<file path="config.mk">
export PLATFORM = sky130hd
export DESIGN_NAME = sensor_command_controller_flat
export DESIGN_NICKNAME = d
export VERILOG_FILES = /design/src/rtl/sensor_command_controller_pkg.sv /design/src/rtl/sensor_command_controller_if.sv /design/src/rtl/sensor_command_controller_watchdog_timer.sv /design/src/rtl/sensor_command_controller.sv /design/src/flat_wrapper.sv
export SDC_FILE = /design/constraint.sdc
export NUM_CORES = 1
export LEC_CHECK = 0
export CORE_AREA = 2 2 67 85
export CTS_BUF_LIST = sky130_fd_sc_hd__clkbuf_16
export DETAILED_ROUTE_END_ITERATION = 8
export DIE_AREA = 0 0 69 87
export PLACE_DENSITY = 0.69
export SYNTH_ARGS = -nofsm -noshare
export SYNTH_HDL_FRONTEND = slang
export SYNTH_HIERARCHICAL = 1
export SYNTH_SLANG_ARGS = --single-unit
</file>
<file path="constraint.sdc">
create_clock -name clock -period 4.9 [get_ports clock]
set_clock_uncertainty 0.2 [all_clocks]
set_input_delay 0.49 -clock clock [delete_from_list [all_inputs] [get_ports clock]]
set_output_delay 0.49 -clock clock [all_outputs]
set_load 0.1 [all_outputs]
</file>
<file path="src/rtl/sensor_command_controller_pkg.sv">
// sensor_ctrl_pkg
//   Shared definitions for the sensor command controller: FSM state encoding,
//   request command codes, response status codes and a command validity helper.
package sensor_ctrl_pkg;

  typedef enum logic [2:0] {
    ST_IDLE        = 3'd0,
    ST_WAIT_ADDR   = 3'd1,
    ST_WAIT_SENSOR = 3'd2,
    ST_SEND_STATUS = 3'd3,
    ST_WAIT_STATUS = 3'd4,
    ST_SEND_DATA   = 3'd5,
    ST_WAIT_DATA   = 3'd6
  } ctrl_state_e;

  localparam logic [7:0] CMD_STATUS = 8'h00;
  localparam logic [7:0] CMD_TEMP   = 8'h01;
  localparam logic [7:0] CMD_HUMID  = 8'h02;

  localparam logic [7:0] STATUS_OK         = 8'h08;
  localparam logic [7:0] STATUS_SENSOR_ERR = 8'h1F;
  localparam logic [7:0] STATUS_BAD_CMD    = 8'hCF;
  localparam logic [7:0] STATUS_BAD_ADDR   = 8'hEF;
  localparam logic [7:0] STATUS_TIMEOUT    = 8'hAF;

  function automatic logic cmd_is_valid(input logic [7:0] cmd);
    return (cmd == CMD_STATUS) || (cmd == CMD_TEMP) || (cmd == CMD_HUMID);
  endfunction

endpackage

</file>
<file path="src/rtl/sensor_command_controller_if.sv">
// sensor_command_controller_if
//   Bundles the controller's RX, TX, sensor and display signals.
//   master : the controller side (drives tx/sensor requests, display, busy)
//   slave  : the surrounding UART/sensor logic
//   rx_valid/rx_data        received byte strobe and value
//   tx_start/tx_data        transmit request pulse and byte
//   tx_busy/tx_done         transmitter status and completion strobe
//   sensor_request/command/address  sensor transaction request
//   sensor_done/error/data  sensor transaction result
//   display_data            last good data byte
//   busy                    controller not idle
interface sensor_command_controller_if;
  logic       rx_valid;
  logic [7:0] rx_data;
  logic       tx_start;
  logic [7:0] tx_data;
  logic       tx_busy;
  logic       tx_done;
  logic       sensor_request;
  logic [7:0] sensor_command;
  logic [4:0] sensor_address;
  logic       sensor_done;
  logic       sensor_error;
  logic [7:0] sensor_data;
  logic [7:0] display_data;
  logic       busy;

  modport master (
    input  rx_valid, rx_data, tx_busy, tx_done, sensor_done, sensor_error, sensor_data,
    output tx_start, tx_data, sensor_request, sensor_command, sensor_address,
           display_data, busy
  );

  modport slave (
    output rx_valid, rx_data, tx_busy, tx_done, sensor_done, sensor_error, sensor_data,
    input  tx_start, tx_data, sensor_request, sensor_command, sensor_address,
           display_data, busy
  );
endinterface

</file>
<file path="src/rtl/sensor_command_controller_watchdog_timer.sv">
// watchdog_timer
//   Down-counter that flags when TIMEOUT_CYCLES cycles have elapsed since the
//   last clear while enabled. Only used when SENSOR_TIMEOUT_EN is defined.
//   clock     : divided system clock
//   reset     : asynchronous active-low reset
//   clear_i   : reload the counter
//   enable_i  : count down this cycle
//   expired_o : terminal count reached while enabled
module watchdog_timer #(
  parameter int unsigned TIMEOUT_CYCLES = 1_000_000
) (
  input  logic clock,
  input  logic reset,
  input  logic clear_i,
  input  logic enable_i,
  output logic expired_o
);

  localparam int unsigned CW = (TIMEOUT_CYCLES > 1) ? $clog2(TIMEOUT_CYCLES) : 1;
  localparam logic [CW-1:0] LOAD = CW'(TIMEOUT_CYCLES - 1);

  logic [CW-1:0] count_q, count_d;

  always_comb begin
    count_d = count_q;
    if (clear_i) begin
      count_d = LOAD;
    end else if (enable_i && (count_q != '0)) begin
      count_d = count_q - 1'b1;
    end
  end

  always_ff @(posedge clock or negedge reset) begin
    if (!reset) begin
      count_q <= LOAD;
    end else begin
      count_q <= count_d;
    end
  end

  // Loaded with TIMEOUT_CYCLES-1 on entry, so zero is reached on the
  // TIMEOUT_CYCLES-th cycle spent enabled.
  assign expired_o = enable_i && (count_q == '0);

endmodule

</file>
<file path="src/rtl/sensor_command_controller.sv">
// sensor_command_controller
//   Sequences one request/response exchange: receives a command byte and an
//   address byte, validates them, runs one sensor transaction, then sends a
//   status byte followed by a data byte. Keeps the last good data byte for
//   the display.
//   clock : divided system clock
//   reset : asynchronous active-low reset
//   bus   : sensor_command_controller_if.master (RX, TX, sensor, display, busy)
//   Optional: define SENSOR_TIMEOUT_EN to abort sensor waits after
//   TIMEOUT_CYCLES cycles with status TIMEOUT.
//
//   state          | meaning
//   ---------------+----------------------------------------------
//   ST_IDLE        | waiting for the command byte
//   ST_WAIT_ADDR   | waiting for the address byte, then validate
//   ST_WAIT_SENSOR | sensor_request high, waiting for sensor_done
//   ST_SEND_STATUS | start status byte once the transmitter is free
//   ST_WAIT_STATUS | waiting for tx_done of the status byte
//   ST_SEND_DATA   | start data byte once the transmitter is free
//   ST_WAIT_DATA   | waiting for tx_done of the data byte
module sensor_command_controller
  import sensor_ctrl_pkg::*;
#(
  parameter int unsigned TIMEOUT_CYCLES = 1_000_000
) (
  input  logic                        clock,
  input  logic                        reset,
  sensor_command_controller_if.master bus
);

  ctrl_state_e state_q;
  logic [7:0]  cmd_q;
  logic [7:0]  status_q;
  logic [7:0]  data_q;
  logic        tx_start_q;
  logic [7:0]  tx_data_q;
  logic        sensor_req_q;
  logic [7:0]  sensor_cmd_q;
  logic [4:0]  sensor_addr_q;
  logic [7:0]  display_q;
  logic        sensor_timeout;

`ifdef SENSOR_TIMEOUT_EN
  logic wd_expired;

  watchdog_timer #(
    .TIMEOUT_CYCLES(TIMEOUT_CYCLES)
  ) u_watchdog (
    .clock     (clock),
    .reset     (reset),
    .clear_i   (state_q != ST_WAIT_SENSOR),
    .enable_i  (state_q == ST_WAIT_SENSOR),
    .expired_o (wd_expired)
  );

  assign sensor_timeout = wd_expired;
`else
  assign sensor_timeout = 1'b0;
`endif

  always_ff @(posedge clock or negedge reset) begin
    if (!reset) begin
      state_q       <= ST_IDLE;
      cmd_q         <= 8'h00;
      status_q      <= 8'h00;
      data_q        <= 8'h00;
      tx_start_q    <= 1'b0;
      tx_data_q     <= 8'h00;
      sensor_req_q  <= 1'b0;
      sensor_cmd_q  <= 8'h00;
      sensor_addr_q <= 5'd0;
      display_q     <= 8'h00;
    end else begin
      tx_start_q <= 1'b0;

      case (state_q)
        ST_IDLE: begin
          if (bus.rx_valid) begin
            cmd_q   <= bus.rx_data;
            state_q <= ST_WAIT_ADDR;
          end
        end

        ST_WAIT_ADDR: begin
          if (bus.rx_valid) begin
            if (!cmd_is_valid(cmd_q)) begin
              status_q <= STATUS_BAD_CMD;
              data_q   <= 8'h00;
              state_q  <= ST_SEND_STATUS;
            end else if (bus.rx_data[7:5] != 3'b000) begin
              status_q <= STATUS_BAD_ADDR;
              data_q   <= 8'h00;
              state_q  <= ST_SEND_STATUS;
            end else begin
              sensor_req_q  <= 1'b1;
              sensor_cmd_q  <= cmd_q;
              sensor_addr_q <= bus.rx_data[4:0];
              state_q       <= ST_WAIT_SENSOR;
            end
          end
        end

        ST_WAIT_SENSOR: begin
          // sensor_done wins over a timeout expiring in the same cycle.
          if (bus.sensor_done) begin
            sensor_req_q <= 1'b0;
            if (bus.sensor_error) begin
              status_q <= STATUS_SENSOR_ERR;
              data_q   <= 8'h00;
            end else begin
              status_q  <= STATUS_OK;
              data_q    <= bus.sensor_data;
              display_q <= bus.sensor_data;
            end
            state_q <= ST_SEND_STATUS;
          end else if (sensor_timeout) begin
            sensor_req_q <= 1'b0;
            status_q     <= STATUS_TIMEOUT;
            data_q       <= 8'h00;
            state_q      <= ST_SEND_STATUS;
          end
        end

        ST_SEND_STATUS: begin
          if (!bus.tx_busy) begin
            tx_start_q <= 1'b1;
            tx_data_q  <= status_q;
            state_q    <= ST_WAIT_STATUS;
          end
        end

        ST_WAIT_STATUS: begin
          if (bus.tx_done) begin
            state_q <= ST_SEND_DATA;
          end
        end

        ST_SEND_DATA: begin
          if (!bus.tx_busy) begin
            tx_start_q <= 1'b1;
            tx_data_q  <= data_q;
            state_q    <= ST_WAIT_DATA;
          end
        end

        ST_WAIT_DATA: begin
          if (bus.tx_done) begin
            state_q <= ST_IDLE;
          end
        end

        default: begin
          state_q <= ST_IDLE;
        end
      endcase
    end
  end

  assign bus.tx_start       = tx_start_q;
  assign bus.tx_data        = tx_data_q;
  assign bus.sensor_request = sensor_req_q;
  assign bus.sensor_command = sensor_cmd_q;
  assign bus.sensor_address = sensor_addr_q;
  assign bus.display_data   = display_q;
  assign bus.busy           = (state_q != ST_IDLE);

endmodule

</file>
<file path="src/flat_wrapper.sv">
// flat-port wrapper written by rule: the top's interface ports become plain ports
module sensor_command_controller_flat import sensor_ctrl_pkg::*;
#(
  parameter int unsigned TIMEOUT_CYCLES = 1_000_000
)
  (clock, reset, bus_rx_valid, bus_rx_data, bus_tx_busy, bus_tx_done, bus_sensor_done, bus_sensor_error, bus_sensor_data, bus_tx_start, bus_tx_data, bus_sensor_request, bus_sensor_command, bus_sensor_address, bus_display_data, bus_busy);
  sensor_command_controller_if bus_i ();
  input  logic clock;
  input  logic reset;
  input wire logic [$bits(bus_i.rx_valid)-1:0] bus_rx_valid;
  input wire logic [$bits(bus_i.rx_data)-1:0] bus_rx_data;
  input wire logic [$bits(bus_i.tx_busy)-1:0] bus_tx_busy;
  input wire logic [$bits(bus_i.tx_done)-1:0] bus_tx_done;
  input wire logic [$bits(bus_i.sensor_done)-1:0] bus_sensor_done;
  input wire logic [$bits(bus_i.sensor_error)-1:0] bus_sensor_error;
  input wire logic [$bits(bus_i.sensor_data)-1:0] bus_sensor_data;
  output wire logic [$bits(bus_i.tx_start)-1:0] bus_tx_start;
  output wire logic [$bits(bus_i.tx_data)-1:0] bus_tx_data;
  output wire logic [$bits(bus_i.sensor_request)-1:0] bus_sensor_request;
  output wire logic [$bits(bus_i.sensor_command)-1:0] bus_sensor_command;
  output wire logic [$bits(bus_i.sensor_address)-1:0] bus_sensor_address;
  output wire logic [$bits(bus_i.display_data)-1:0] bus_display_data;
  output wire logic [$bits(bus_i.busy)-1:0] bus_busy;
  assign bus_i.rx_valid = bus_rx_valid;
  assign bus_i.rx_data = bus_rx_data;
  assign bus_i.tx_busy = bus_tx_busy;
  assign bus_i.tx_done = bus_tx_done;
  assign bus_i.sensor_done = bus_sensor_done;
  assign bus_i.sensor_error = bus_sensor_error;
  assign bus_i.sensor_data = bus_sensor_data;
  assign bus_tx_start = bus_i.tx_start;
  assign bus_tx_data = bus_i.tx_data;
  assign bus_sensor_request = bus_i.sensor_request;
  assign bus_sensor_command = bus_i.sensor_command;
  assign bus_sensor_address = bus_i.sensor_address;
  assign bus_display_data = bus_i.display_data;
  assign bus_busy = bus_i.busy;
  sensor_command_controller #(.TIMEOUT_CYCLES(TIMEOUT_CYCLES)) u_core (.clock(clock), .reset(reset), .bus(bus_i));
endmodule
</file>
### Yosys cells after proc, flatten, opt, wreduce, memory -nomap -nowiden

Index checks and enable logic that the tools add are counted.

| storage, ports and cells | value |
|---|---|
| bits of input ports | 23 |
| register bits after elaboration | 58 |

| cells by class | value |
|---|---|
| equality and inequality tests | 18 |
| bitwise logic cells | 2 |
| reductions and logical operators | 16 |
| mux-type cells | 32 |

Operators with widths:

| kind | number |
|---|---|
| 8-bit 2-to-1 mux | 11 |
| 8-bit one-hot mux with 2 select lines | 3 |
| 3-bit 2-to-1 mux | 8 |
| 3-bit one-hot mux with 7 select lines | 1 |
| 2-bit != test (second input constant) | 8 |
| 3-bit == test (second input constant) | 3 |
| 8-bit by 1-bit == test with 1-bit output (second input constant) | 1 |
| 8-bit by 2-bit == test with 1-bit output (second input constant) | 1 |
| 8-bit zero test | 1 |
| 4-bit AND reduction | 2 |
| 1-bit 2-to-1 mux | 7 |
| 7-bit AND reduction | 1 |
| 3-bit by 2-bit == test with 1-bit output (second input constant) | 2 |
| 3-bit AND reduction | 2 |
| 3-bit nonzero test | 2 |
| 5-bit 2-to-1 mux | 1 |
| 5-bit AND reduction | 1 |
| 2-bit nonzero test | 2 |
| 3-bit by 1-bit == test with 1-bit output (second input constant) | 1 |
| 3-bit zero test | 1 |
| 3-bit != test (second input constant) | 1 |
| 1-bit logical OR | 2 |
| 2-bit by 1-bit != test with 1-bit output (second input constant) | 1 |
| 1-bit inverter | 2 |
| 3 further kinds | 3 |

### Depth between registers and ports, before layout

Gate-level depths: netlist of run 1.

| depth | value |
|---|---|
| word-level depth | 6 |
| gate-level depth with buffers | 7 |
| depth with buffers taken out | 4 |

### Worst setup path after synthesis of run 1

No wires, ideal clock.

| path | value |
|---|---|
| kind | input to register |
| start | in bus_rx_data[6] |
| end | reg u_core.sensor_addr_q[4], in the netlist u_core/bus.sensor_address[4] |
| cell stages on the path | 6 |
| library setup time | 0.125 ns |
| arrival time | 1.759 ns |
| setup slack | 2.816 ns |
| cell sequence | nor3_1 > nand3_1 > or3_1 > buf_6 > buf_8 > mux2_4 |

| on the way | value |
|---|---|
| cells in the longest elaborated chain, start to end | 3 |

Ends and longest elaborated chain:

| element | line | text |
|---|---|---|
| start, declared | flat_wrapper.sv:11 | `input wire logic [$bits(bus_i.rx_data)-1:0] bus_rx_data;` |
| 3-bit nonzero test | sensor_command_controller.sv:90 | `end else if (bus.rx_data[7:5] != 3'b000) begin` |
| 1-bit inverter (no source line) | -- |  |
| 4-bit AND reduction (no source line) | -- |  |
| end signal, assigned | sensor_command_controller.sv:97 | `sensor_addr_q <= bus.rx_data[4:0];` |
| end, declared | sensor_command_controller.sv:39 | `logic [4:0] sensor_addr_q;` |

No other way between the ends.
A chain may end at the register's enable or synchronous reset.

### Worst setup path after layout of run 1

| path | value |
|---|---|
| start | reg u_core.state_q[0] |
| end | out bus_busy |

| on the way | value |
|---|---|
| cells in the longest elaborated chain, start to end | 1 |

Ends and longest elaborated chain:

| element | line | text |
|---|---|---|
| start, declared | sensor_command_controller.sv:31 | `ctrl_state_e state_q;` |
| start signal, assigned | sensor_command_controller.sv:63 | `state_q <= ST_IDLE;` |
| start signal, assigned | sensor_command_controller.sv:80 | `state_q <= ST_WAIT_ADDR;` |
| start signal, assigned | sensor_command_controller.sv:89 | `state_q <= ST_SEND_STATUS;` |
| 3-bit nonzero test | sensor_command_controller.sv:165 | `assign bus.busy = (state_q != ST_IDLE);` |
| end, declared | flat_wrapper.sv:23 | `output wire logic [$bits(bus_i.busy)-1:0] bus_busy;` |

No other way between the ends.

==> results of run 1 <==
## synthesized netlist by cell type, types with 2 or more instances
library cell / instances / area share
a31oi_1: 3 / 0.0083
inv_1: 6 / 0.010
clkbuf_1: 3 / 0.0050
and2_2: 6 / 0.020
mux2_2: 20 / 0.10
nand2b_1: 2 / 0.0056
mux2i_1: 5 / 0.022
nand3_1: 2 / 0.0044
mux2_4: 3 / 0.020
nor3_1: 2 / 0.0044
nor2_1: 5 / 0.0083
a22o_1: 9 / 0.035
dfrtp_1: 55 / 0.61
buf_2: 3 / 0.0067
nand2_1: 15 / 0.025
a21oi_1: 8 / 0.018
a211oi_1: 2 / 0.0067
o21ai_0: 11 / 0.024
nand3b_1: 3 / 0.010
## registers in the layout (all words and copies together), names as in the netlist
name	cells
u_core/bus.display_data	8
u_core/bus.sensor_address	5
u_core/bus.sensor_command	8
u_core/bus.sensor_request	1
u_core/bus.tx_data	8
u_core/bus.tx_start	1
u_core/cmd_q	8
u_core/data_q	8
u_core/state_q	3
u_core/status_q	5
## critical path: stages (launching register included)
cell and delay, ns:
dfrtp_1 0.56, inv_1 0.16, nand2_1 0.08, clkdlybuf4s50_1 1.14
## layout make-up
class                   count  area [sq um]
well taps                  64          80.1
inverters                   6          22.5
fillers                   479          2270
multi-input cells         106           795
repair buffers             55           543
flip-flops and latches     55          1380
clock inverters             3          38.8
clock buffers               5           125
## layout by cell type, fill, tap and decap left out
cell,count
nand2_1,15
xor2_1,1
mux2_2,20
or3b_1,1
and3b_1,1
a22o_1,9
mux2i_1,5
a31o_2,1
clkbuf_16,5
a21oi_1,8
mux2_4,3
bufinv_16,1
nand3_1,2
nor4_2,1
buf_2,1
buf_4,1
dfrtp_1,55
o21ai_0,11
clkinv_2,1
clkinv_1,1
clkdlybuf4s50_1,53
nor3_1,2
a211oi_1,2
inv_1,6
and2_2,6
nor4_1,1
o41ai_1,1
nand3b_1,3
or3_1,1
a31oi_1,3
nand2b_1,2
nor2_1,5
nor3_4,1
nand4_1,1
## per-stage QoR
| step | setup slack, ns | utilization | instances |
|---|---|---|---|
| after floorplan | 2.82 | - | 176 |
| after global placement | 2.21 | 0.536 | 286 |
| after detailed placement | 2.16 | 0.536 | 286 |
| after CTS | 1.97 | 0.567 | 294 |
| after global routing | 1.90 | 0.567 | 294 |
| final | 1.98 | 0.567 | 294 |
## layer usage
layer,wire length [um],part of all wire
met2,1910,0.47
met4,73,0.018
met3,193,0.047
met5,0,0
met1,1910,0.47
## worst max-delay path by stage
stage / start / to / slack [ns]
after floorplan: bus_rx_data[6] / u_core/bus.sensor_address[4]$_DFFE_PN0P_ / 2.82
after global placement: bus_rx_data[6] / u_core/bus.sensor_address[4]$_DFFE_PN0P_ / 2.21
after detailed placement: bus_rx_data[6] / u_core/bus.sensor_address[4]$_DFFE_PN0P_ / 2.16
after CTS: u_core/state_q[0]$_DFFE_PN0P_ / bus_busy / 1.97
after global routing: u_core/state_q[0]$_DFFE_PN0P_ / bus_busy / 1.90
final: u_core/state_q[0]$_DFFE_PN0P_ / bus_busy / 1.98
## logic make-up (layout without fill, tap and decap cells)
family | after synthesis | count (layout) | share of synthesized area
mux | 28 | 28 | 0.142
buf+inv | 15 | 69 | 0.0366
xor+xnor | 1 | 1 | 0.00389
compound gates | 35 | 35 | 0.0999
simple gates | 42 | 42 | 0.107
flops | 55 | 55 | 0.611
==> flow_summary.json, run 1 <==
{
  "status": "finished clean",
  "syn_avg_cell_area_sq_um": 12.8,
  "dp.final_hpwl_mm": 2.92,
  "crit_fanout": 13,
  "cts_sinks": 55,
  "first_global_vias": 1489,
  "grt_use_total": 0.150,
  "startpoint_type": "flop",
  "synthCells": 176,
  "use_met3": 0.0382,
  "fmax_mhz": 342,
  "postCtsHoldBufs": 0,
  "antenna_found_initial": 0,
  "post_drt_wl_per_cell_um": 13.9,
  "max_slew_margin": 0.340,
  "synth_edf_count": 0,
  "drt-vias-per-instance": 5.00,
  "firstDrtPassIters": 4,
  "final_layout_size_suffix_gt1_frac": 0.178,
  "drc_errors": 0,
  "worstPathRequired_ns": 4.21,
  "clk_path_buf_depth": 2,
  "fin_crit_ns": 2.92,
  "clk_latency_ns": 0.29,
  "htreeDepth": 2,
  "final_cell_area_sq_um": 2980,
  "yosysWarnings": 6,
  "r2r_cells": 3,
  "placed_cell_area_sq_um": 2820,
  "r2r_start": "u_core/state_q[0]$_DFFE_PN0P_",
  "die_area_sq_um": 6000,
  "synthArstFlopShare": 1.00,
  "port_buffers": 54,
  "totalWireLength_mm": 4.09,
  "worst_pin_slew_ns": 0.987,
  "synth_ff_type": "dfrtp_1",
  "cp-end-kind": "output port",
  "cts_tree": "done",
  "r2r_slack_ns": 2.58,
  "setup_viol": 0,
  "antenna_cells": 0,
  "area_growth_pct": 32.3,
  "cp.arrival_ns": 2.23,
  "r2r_end": "u_core/bus.display_data[7]$_DFFE_PN0P_",
  "clk_pin_slew_ns": 0.06,
  "initial_utilization": 0.429,
  "hold_class": "in -> async",
  "num_vias": 1471,
  "post-cts-setup-buffers": 0,
  "grtUsageMet1": 0.202,
  "cts_resized": 0,
  "clock-root-buffer": "clkbuf_16",
  "slew_violations": 0,
  "finalSetupTns_ns": 0,
  "rsz0062_at_grt": "false",
  "crit_type": "reg -> out",
  "grt_max_degree": 56,
  "syn_area_sq_um": 2250,
  "grt-busiest-layer": "met2",
  "ys_ff_latch": 55,
  "synth_fp_nets": 199,
  "die_y_um": 87,
  "final-hold-violation-count": 0,
  "io-pin-count": 55,
  "grt_pass1_wl_mm": 7.07,
  "drv_cap": 0,
  "die_x_um": 69,
  "nets": 252,
  "numCtsBuffers": 5,
  "gr-usage-met2": 0.227,
  "overflow": 0,
  "synth.distinct_cells": 32,
  "post-route-period-util": 0.596,
  "gp_congestion": 0.759,
  "core_area_sq_um": 5260,
  "ant_nets": 0,
  "hold_slack_ns": 0.107,
  "yosysSeqAreaShare": 0.611,
  "rows": 30,
  "drt-initial-drc-count": 94
}
Power of run 1 is not shown: default switching activity piles up to over one toggle a cycle in this logic, so the estimate is an artifact.
==> run 2: changes to the inputs <==
--- a/config.mk
+++ b/config.mk
@@ -5,11 +5,11 @@
 export SDC_FILE = /design/constraint.sdc
 export NUM_CORES = 1
 export LEC_CHECK = 0
-export CORE_AREA = 2 2 67 85
+export CORE_AREA = 2 2 68 86
 export CTS_BUF_LIST = sky130_fd_sc_hd__clkbuf_16
 export DETAILED_ROUTE_END_ITERATION = 8
-export DIE_AREA = 0 0 69 87
-export PLACE_DENSITY = 0.69
+export DIE_AREA = 0 0 70 88
+export PLACE_DENSITY = 0.71
 export SYNTH_ARGS = -nofsm -noshare
 export SYNTH_HDL_FRONTEND = slang
 export SYNTH_HIERARCHICAL = 1
==> constraint.sdc (replaced) <==
create_clock -name clock -period 2.6 [get_ports clock]
set_clock_uncertainty 0.2 [all_clocks]
set_input_delay 0.26 -clock clock [delete_from_list [all_inputs] [get_ports clock]]
set_output_delay 0.26 -clock clock [all_outputs]
set_load 0.1 [all_outputs]
==> flow_summary.json, run 2 (synthesis gave the netlist of run 1 again) <==
{
  "overflow": 0,
  "ant_nets": 0,
  "hold_class": "reg -> reg",
  "cp-end-kind": "flop",
  "num_vias": 1495,
  "fmax_mhz": 435,
  "crit_buf_inv": 0,
  "htreeDepth": 2,
  "layout_common_cells": "dfrtp_1, buf_4, clkdlybuf4s50_1, mux2_2, nand2_1",
  "die_y_um": 88,
  "gp_congestion": 0.789,
  "rsz0062_at_grt": "false",
  "grt_use_total": 0.151,
  "finalSetupTns_ns": 0,
  "crit_type": "reg -> reg",
  "crit_fanout": 14,
  "final_common_cell": "dfrtp_1",
  "post_drt_wl_per_cell_um": 14.2,
  "core_area_sq_um": 5330,
  "die_x_um": 70,
  "cts_sinks": 55,
  "first_global_vias": 1459,
  "slew_violations": 0,
  "startpoint_type": "flop",
  "max_slew_margin": 0.587,
  "drc_errors": 0,
  "initial_utilization": 0.423,
  "critical_path.top_delay_family": "simple AND/OR/NAND/NOR gates",
  "fin_crit_ns": 2.30,
  "rows": 30,
  "fillers": 470,
  "drt-initial-drc-count": 160,
  "cts_tree": "done",
  "cp.arrival_ns": 2.27,
  "worstPathRequired_ns": 2.57,
  "worst_pin_slew_ns": 0.614,
  "numCtsBuffers": 5,
  "final_cell_area_sq_um": 2950,
  "setup_viol": 0,
  "drv_cap": 0,
  "placed_cell_area_sq_um": 2780,
  "totalWireLength_mm": 4.23,
  "final-hold-violation-count": 0,
  "io-pin-count": 55,
  "final_layout_size_suffix_gt1_frac": 0.328,
  "antenna_cells": 0,
  "clk_pin_slew_ns": 0.07,
  "status": "finished clean",
  "area_growth_pct": 31.0,
  "clk_path_buf_depth": 2,
  "firstDrtPassIters": 4,
  "antenna_found_initial": 0,
  "clock-root-buffer": "clkbuf_16",
  "drt-vias-per-instance": 5.00,
  "critPathMaxStageDelay_ns": 0.59,
  "dp.final_hpwl_mm": 3.01,
  "clk_latency_ns": 0.29,
  "grt_max_degree": 56,
  "port_buffers": 54,
  "path_cells": "a211oi_1 > nand3_1 > or3_1 > mux2_4",
  "post-route-period-util": 0.883,
  "die_area_sq_um": 6160,
  "grt_pass1_wl_mm": 7.20,
  "cpMaxStageDelayCell": "or3_1",
  "nets": 257
}
## run 2: timing repair
item | 4_1_cts | 5_1_grt
gates resized for setup | 0 | 0
hold buffers | 1 | 0
setup buffers | 0 | 0
endpoints found under the hold margin | 55 | 0
## run 2: routing by layer
| metal | vias to the layer above | wire (um) | track usage |
|---|---|---|---|
| met5 | - | 0 | 0 |
| met4 | 0 | 83 | 0.0787 |
| met3 | 6 | 197 | 0.0311 |
| met2 | 35 | 2040 | 0.231 |
| met1 | 720 | 1910 | 0.204 |
| li1 | 734 | - | - |
## run 2: final timing paths
path	slack [ns]	start	to	cells after the start
min in group asynchronous	0.29	reset	u_core/bus.sensor_address[0]$_DFFE_PN0P_	3
worst max register to register	0.30	u_core/cmd_q[0]$_DFFE_PN0P_	u_core/bus.sensor_command[0]$_DFFE_PN0P_	4
max in group asynchronous	1.66	reset	u_core/bus.tx_start$_DFF_PN0_	3
worst min-delay path	0.27	u_core/status_q[3]$_DFFE_PN0P_	u_core/status_q[3]$_DFFE_PN0P_	1
worst max-delay path	0.30	u_core/cmd_q[0]$_DFFE_PN0P_	u_core/bus.sensor_command[0]$_DFFE_PN0P_	4
worst min register to register	0.27	u_core/status_q[3]$_DFFE_PN0P_	u_core/status_q[3]$_DFFE_PN0P_	1
## run 2: worst reg2reg max path, cell delays in order, from the launching register on
cell and delay [ns]:
dfrtp_1 0.39, a211oi_1 0.43, nand3_1 0.19, or3_1 0.59, mux2_4 0.38
## run 2: per-stage QoR
stage / util / instances / hold WS (ns) / setup WS, ns
6_report: 0.554 / 299 / 0.269 / 0.303
5_1_grt: 0.554 / 299 / 0.302 / 0.116
4_1_cts: 0.554 / 299 / 0.272 / 0.301
3_5_place_dp: 0.521 / 290 / 0.0763 / 0.189
3_3_place_gp: 0.521 / 290 / 0.0775 / 0.217
2_1_floorplan: - / 176 / -0.236 / 0.565
## run 2: final cells by class
type	instances	area, sq um	area share
Sequential cell	55	1380	0.466
Tap cell	64	80.1	0.0271
Multi-Input combinational cell	106	795	0.269
Clock buffer	5	125	0.0424
Inverter	6	22.5	0.00763
Clock inverter	3	38.8	0.0131
Timing Repair Buffer	60	515	0.175
Power of run 2 is left out for the same reason.
